==> src/rtl/irig_symbol_decoder.sv <==
`default_nettype none
// ============================================================================
// Module   : irig_symbol_decoder
// Purpose  : IRIG pulse-width symbol decoder with double-marker frame
//            alignment and carrier-loss detection. Sits between the raw IRIG
//            input pin and the time-code deserialiser.
// Ports    : clk, rst          - system clock, synchronous active-high reset
//            irig_in           - raw asynchronous IRIG DC-level input
//            sym_valid         - one-cycle pulse when a symbol is classified
//            sym               - 00 ZERO, 01 ONE, 10 MARK, 11 ERROR (held)
//            pulse_width       - measured high width in clk cycles (held)
//            bit_idx           - frame index of last symbol, valid while locked
//            frame_start       - one-cycle pulse for the index-0 marker
//            locked            - frame alignment held
//            frame_err         - one-cycle pulse when alignment is lost
//            carrier_lost      - no filtered rising edge for 2 bit periods
// Revision : 1.0 - initial release
// ============================================================================
module irig_symbol_decoder #(
    parameter int CLK_HZ     = 10000000,
    parameter int BIT_HZ     = 100,
    parameter int FILT_LEN   = 4,
    parameter int FRAME_BITS = 100,
    parameter int CNT_W      = 24
) (
    input  logic             clk,
    input  logic             rst,
    input  logic             irig_in,
    output logic             sym_valid,
    output logic [1:0]       sym,
    output logic [CNT_W-1:0] pulse_width,
    output logic [6:0]       bit_idx,
    output logic             frame_start,
    output logic             locked,
    output logic             frame_err,
    output logic             carrier_lost
);

    // Cycles per bit and classification thresholds (integer division).
    localparam int               c_P        = CLK_HZ / BIT_HZ;
    localparam logic [CNT_W-1:0] c_T_ZERO   = CNT_W'(c_P / 10);
    localparam logic [CNT_W-1:0] c_T_ONE    = CNT_W'((35 * c_P) / 100);
    localparam logic [CNT_W-1:0] c_T_MARK   = CNT_W'((65 * c_P) / 100);
    localparam logic [CNT_W-1:0] c_T_ERR    = CNT_W'((95 * c_P) / 100);
    localparam logic [CNT_W-1:0] c_TWO_P_M1 = CNT_W'(2 * c_P - 1);

    localparam logic [1:0] c_SYM_ZERO = 2'b00;
    localparam logic [1:0] c_SYM_ONE  = 2'b01;
    localparam logic [1:0] c_SYM_MARK = 2'b10;
    localparam logic [1:0] c_SYM_ERR  = 2'b11;

    localparam int             c_FC_W   = (FILT_LEN > 1) ? $clog2(FILT_LEN) : 1;
    localparam logic [c_FC_W-1:0] c_FC_MAX = c_FC_W'(FILT_LEN - 1);
    localparam logic [6:0]     c_LAST_IDX = 7'(FRAME_BITS - 1);

    typedef enum logic [1:0] {
        S_HUNT     = 2'd0,
        S_GOT_MARK = 2'd1,
        S_LOCKED   = 2'd2
    } state_t;

    logic              r_sync1;
    logic              r_sync2;
    logic              r_filt;
    logic              r_filt_d;
    logic [c_FC_W-1:0] r_fcnt;
    logic [CNT_W-1:0]  r_wcnt;
    logic [CNT_W-1:0]  r_ptmr;
    state_t            r_state;

    logic       w_rise;
    logic       w_fall;
    logic       w_cl_set;
    logic [1:0] w_class;
    logic [6:0] w_next_idx;
    logic       w_is_marker;
    logic       w_sym_ok;

    // ------------------------------------------------------------------------
    // Synchroniser and glitch filter. The filtered level only follows the
    // synchronised input after FILT_LEN consecutive differing cycles, so both
    // edges see the same latency and measured widths are preserved.
    // ------------------------------------------------------------------------
    always_ff @(posedge clk) begin
        if (rst) begin
            r_sync1  <= 1'b0;
            r_sync2  <= 1'b0;
            r_filt   <= 1'b0;
            r_filt_d <= 1'b0;
            r_fcnt   <= '0;
        end else begin
            r_sync1  <= irig_in;
            r_sync2  <= r_sync1;
            r_filt_d <= r_filt;
            if (r_sync2 != r_filt) begin
                if (r_fcnt == c_FC_MAX) begin
                    r_filt <= r_sync2;
                    r_fcnt <= '0;
                end else begin
                    r_fcnt <= r_fcnt + c_FC_W'(1);
                end
            end else begin
                r_fcnt <= '0;
            end
        end
    end

    // First filtered-high cycle / first filtered-low cycle after a pulse.
    assign w_rise = r_filt & ~r_filt_d;
    assign w_fall = ~r_filt & r_filt_d;

    // Timer reaches 2P on this edge with no rising edge to restart it.
    assign w_cl_set = ~w_rise & (r_ptmr == c_TWO_P_M1);

    // ------------------------------------------------------------------------
    // Width counter, period timer and carrier-loss flag.
    // ------------------------------------------------------------------------
    always_ff @(posedge clk) begin
        if (rst) begin
            r_wcnt       <= '0;
            r_ptmr       <= '0;
            carrier_lost <= 1'b0;
        end else begin
            if (w_rise) begin
                r_wcnt <= CNT_W'(1);
            end else if (r_filt && (r_wcnt != '1)) begin
                r_wcnt <= r_wcnt + CNT_W'(1);
            end

            if (w_rise) begin
                r_ptmr       <= '0;
                carrier_lost <= 1'b0;
            end else begin
                if (r_ptmr != '1) begin
                    r_ptmr <= r_ptmr + CNT_W'(1);
                end
                if (w_cl_set) begin
                    carrier_lost <= 1'b1;
                end
            end
        end
    end

    // ------------------------------------------------------------------------
    // Pulse classification against the tolerance windows.
    // ------------------------------------------------------------------------
    always_comb begin
        w_class = c_SYM_ERR;
        if (r_wcnt < c_T_ZERO) begin
            w_class = c_SYM_ERR;
        end else if (r_wcnt < c_T_ONE) begin
            w_class = c_SYM_ZERO;
        end else if (r_wcnt < c_T_MARK) begin
            w_class = c_SYM_ONE;
        end else if (r_wcnt < c_T_ERR) begin
            w_class = c_SYM_MARK;
        end else begin
            w_class = c_SYM_ERR;
        end
    end

    // Index the incoming symbol will occupy, and whether it must be a marker.
    assign w_next_idx  = (bit_idx == c_LAST_IDX) ? 7'd0 : bit_idx + 7'd1;
    assign w_is_marker = (w_next_idx == 7'd0) || ((w_next_idx % 7'd10) == 7'd9);
    assign w_sym_ok    = w_is_marker ? (w_class == c_SYM_MARK)
                                     : ((w_class == c_SYM_ZERO) || (w_class == c_SYM_ONE));

    // ------------------------------------------------------------------------
    // Symbol outputs and frame alignment state machine.
    // A carrier-loss assertion takes priority over any symbol-driven move.
    // ------------------------------------------------------------------------
    always_ff @(posedge clk) begin
        if (rst) begin
            r_state     <= S_HUNT;
            sym_valid   <= 1'b0;
            sym         <= 2'b00;
            pulse_width <= '0;
            bit_idx     <= 7'd0;
            frame_start <= 1'b0;
            locked      <= 1'b0;
            frame_err   <= 1'b0;
        end else begin
            sym_valid   <= 1'b0;
            frame_start <= 1'b0;
            frame_err   <= 1'b0;

            if (w_fall) begin
                sym_valid   <= 1'b1;
                sym         <= w_class;
                pulse_width <= r_wcnt;
            end

            if (w_cl_set) begin
                r_state <= S_HUNT;
                locked  <= 1'b0;
            end else if (w_fall) begin
                case (r_state)
                    S_HUNT: begin
                        if (w_class == c_SYM_MARK) begin
                            r_state <= S_GOT_MARK;
                        end
                    end
                    S_GOT_MARK: begin
                        if (w_class == c_SYM_MARK) begin
                            r_state     <= S_LOCKED;
                            locked      <= 1'b1;
                            bit_idx     <= 7'd0;
                            frame_start <= 1'b1;
                        end else begin
                            r_state <= S_HUNT;
                        end
                    end
                    S_LOCKED: begin
                        if (w_sym_ok) begin
                            bit_idx     <= w_next_idx;
                            frame_start <= (w_next_idx == 7'd0);
                        end else begin
                            frame_err <= 1'b1;
                            locked    <= 1'b0;
                            // A misplaced MARK may be the first of a new pair.
                            r_state   <= (w_class == c_SYM_MARK) ? S_GOT_MARK : S_HUNT;
                        end
                    end
                    default: begin
                        r_state <= S_HUNT;
                        locked  <= 1'b0;
                    end
                endcase
            end
        end
    end

endmodule
`default_nettype wire

==> config.mk <==
export PLATFORM = sky130hd
export DESIGN_NAME = irig_symbol_decoder
export DESIGN_NICKNAME = d
export VERILOG_FILES = /design/src/rtl/irig_symbol_decoder.sv
export SDC_FILE = /design/constraint.sdc
export NUM_CORES = 1
export LEC_CHECK = 0
export CAP_MARGIN = 20
export CORE_UTILIZATION = 55
export CTS_BUF_LIST = sky130_fd_sc_hd__clkbuf_2 sky130_fd_sc_hd__clkbuf_4 sky130_fd_sc_hd__clkbuf_8
export DETAILED_ROUTE_END_ITERATION = 12
export MAX_ROUTING_LAYER = met4
export PLACE_DENSITY = 0.76
export SLEW_MARGIN = 10
export SYNTH_ARGS = -nofsm -noshare
export SYNTH_HDL_FRONTEND = slang
export SYNTH_SLANG_ARGS = --single-unit
export TNS_END_PERCENT = 5
==> constraint.sdc <==
create_clock -name clk -period 8.5 [get_ports clk]
set_input_delay 0.85 -clock clk [delete_from_list [all_inputs] [get_ports clk]]
set_output_delay 0.85 -clock clk [all_outputs]
set_load 0.02 [all_outputs]
==> impl_metrics.csv <==
group,metric,value,unit
sta,slew_viol_final,0,
place,portBuffers,40,
synthesis,yosysTopAreaCell,"dfxtp_1",
place,dp_cells,709,
finish,finalNetCount,634,
place,place.gp.congestion,0.852,
cts,clock_sinks,94,
route,wl,10700,um
floorplan,io_pins,41,
min_path,hold_end,"r_fcnt[0]",
setup_path,r2r_end,"locked",
floorplan,die_area,9200,um^2
grt,grt-ovfl-total,0,
grt,grt_antenna_before_repair,0,
sta,finalCriticalPeriod,5.65,ns
synthesis,ys_seq_area_share,38.8,%
route,antenna_left,0,
grt,grt_pass1_vias,3749,
synthesis,synth_ff_type,"dfxtp_1",
route,drc,0,
setup_path,path_cells,"ha_1 > nand3_1 > xor2_2 > inv_2 > ha_1 > a21oi_4 > nor2_1 > xnor2_1 > ha_1 > inv_1 > o31ai_1 > a21oi_1 > o21ai_0 > mux2i_1 > ha_1 > a311oi_1 > mux2_2 > nor4_2 > or3_4 > mux2i_4 > a2111oi_2 > o21a_1",
cts,ctsResizeCount,0,
setup_path,crit_type,"flop to flop",
finish,antenna_cells,0,
setup_path,slowest_delay,0.58,ns
floorplan,die-height,95.9,um
synthesis,synth_top_area_share,38.8,%
finish,layout-drive-gt1-share,7.75,%
place,dp_hpwl,7380,um
sta,worst_pin_slew,0.942,ns
synthesis,synth_edf_count,0,
sta,tns,0,ns
cts,postCtsHoldBufs,0,
cts,h-tree-depth,3,
finish,fill_cells,726,
sta,hold_viol,0,
route,drt-wirelength-per-cell,14.8,um
synthesis,async_reset_ff_share,0,%
floorplan,core_area,8380,um^2
floorplan,fp-row-count,33,
sta,skew,0.00953,ns
cts,cts.reportedPaths.clkPinSlew,0.09,ns
cts,cts_made_buffers,9,
run,maxCapViolCount,0,
power,power_density,143,nW/um^2
sta,setup_viol,0,
setup_path,worstPathRequired,8.80,ns
cts,cts_tree,"done",
min_path,hp-class,"flop to flop",
status,outcome,"finished clean",
sta,rsz0062_at_grt,"no",
synthesis,synth.area.top_cells,"dfxtp_1 (39%), nand2_1 (6.3%), nor2_1 (5.4%), xor2_1 (5.4%), a21oi_1 (4.8%)",
setup_path,path_max_fanout,10,
route,routed_via_density,5.79,
route,first_pass_iters,5,
setup_path,rrSetupSlack,2.85,ns
synthesis,syn_area,4850,um^2
setup_path,startpoint_type,"flop",
setup_path,cpMostUsedCell,"ha_1",
grt,grt_pass1_wl,17500,um
grt,grt_max_degree,44,
cts,cts_buffer_depth,2,
setup_path,worstPathArrival,5.96,ns
synthesis,syn_inst,585,
finish,area_growth,14.2,%
floorplan,start_util,57.9,%
cts,cts-root-buf,"clkbuf_8",
min_path,hold_start,"r_fcnt[0]",
power,power.leakage,1.89,nW
synthesis,ys_seq_elements,94,
synthesis,synth_most_common_cell,"dfxtp_1",
route,num_vias,4195,
synthesis,synth_commonest_cells,"dfxtp_1 (94), nand2_1 (82), nor2_1 (70)",
sta,max_freq,0.177,GHz
grt,grt_usage,25.1,%
floorplan,die_w,95.9,um
setup_path,worst_setup_path_end_kind,"flop",
synthesis,ys.warnings.count,0,
cts,post_cts_buffers,0,
power,peakVddDrop,0.114,mV
sta,relSlewSlack,37.2,%
cts,worstSkewPairLatency,0.36,ns
setup_path,crit_slowest_cell,"o31ai_1",
min_path,worstHoldPathCells,1,
synthesis,syn_avg_cell_area,8.30,um^2
finish,instances_no_fill,724,
setup_path,crit-reg2reg-launch,"bit_idx[0]",
route,dr.first_iter.drc_count,210,
synthesis,ys_types,70,
setup_path,worstRegToRegCells,22,
sta,fin_crit_sh,66.5,%
synthesis,syn_nets,604,
cells in the final DEF, fill, tap and decap left out, drive strengths merged, types with 4 or more instances in the layout:
cell type	Yosys	layout
nor4	8	8
nand2b	6	6
nand4	17	17
buf	4	4
nor2	71	71
nand2	82	82
a21o	4	4
clkbuf	21	9
ha	16	16
or2	4	4
xor2	31	31
mux2i	7	7
clkdlybuf4s50	0	40
nand3	23	23
or3	9	9
a21oi	50	50
nor2b	14	14
o2bb2ai	6	6
and3	9	9
xnor2	14	14
o31ai	4	4
o21ai	18	18
nor3	16	16
dfxtp	94	94
a31oi	5	5
inv	11	13
through the flow:
| stage | power (mW) | area [um^2] | hold WS (ns) | worst slack [ns] | utilization, % |
|---|---|---|---|---|---|
| finish | 0.792 | 5540 | 0.434 | 2.85 | 66.1 |
| global placement | 0.466 | 5320 | 0.405 | 3.12 | 63.5 |
| CTS | 0.796 | 5540 | 0.439 | 2.89 | 66.1 |
| floorplan | 0.462 | 4850 | 0.397 | 3.49 | - |
| global route | 0.815 | 5540 | 0.454 | 2.45 | 66.1 |
| detailed placement | 0.466 | 5320 | 0.426 | 2.91 | 63.5 |
worst max path at each step:
stage          startpoint  cells past startpoint  endpoint
4_1_cts        bit_idx[0]                     22    locked
3_5_place_dp   bit_idx[0]                     22    locked
5_1_grt        bit_idx[0]                     22    locked
2_1_floorplan  bit_idx[0]                     23    locked
6_report       bit_idx[0]                     22    locked
3_3_place_gp   bit_idx[0]                     22    locked
worst max-delay path, delay by kind of cell (launching register included):
family | cells | cell delay, ns
multiplexers | 3 | 0.57
flip-flops | 1 | 0.52
buffers and inverters | 2 | 0.24
adder cells (fa/ha/maj) | 4 | 1.11
AND/OR/NAND/NOR | 4 | 0.72
AO/OA/AOI/OAI | 7 | 1.85
XOR/XNOR | 2 | 0.57
registers in the layout, indices dropped and copies added, names as in the netlist:
name	count
r_sync1	1
r_state	2
frame_start	1
carrier_lost	1
bit_idx	7
sym_valid	1
r_filt	1
r_fcnt	2
frame_err	1
r_sync2	1
locked	1
pulse_width	24
r_wcnt	24
r_ptmr	24
r_filt_d	1
sym	2
layer usage:
layer / global-route usage (%) / vias to the layer above / wire length [um]
li1: - / 2113 / -
met1: 33.8 / 1991 / 5240
met2: 39.4 / 83 / 5040
met3: 3.16 / 8 / 336
met4: 7.71 / 0 / 82
met5: - / - / 0
final cells by class:
class                           count  area, um^2  share of cell area, %
Multi-Input combinational cell    455        2840                   51.2
Sequential cell                    94        1880                   34.0
Timing Repair Buffer               44         430                   7.77
Tap cell                          105         131                   2.37
Clock buffer                        9         124                   2.24
Clock inverter                      6        95.1                   1.72
Inverter                           11        41.3                  0.745
cell families after synthesis:
| family | synth area share, % |
|---|---|
| fa+ha+maj | 4.12 |
| flops | 38.8 |
| simple gates | 27.2 |
| xor+xnor | 8.43 |
| compound gates | 16.7 |
| buf+inv | 2.81 |
| mux | 1.93 |
report_power, final:
part	switching [mW]	total, mW	internal [mW]
sequential	0.00148	0.443	0.442
clock	0.168	0.336	0.167
combinational	0.00895	0.0128	0.00387
(Power assumes the default switching activity.)
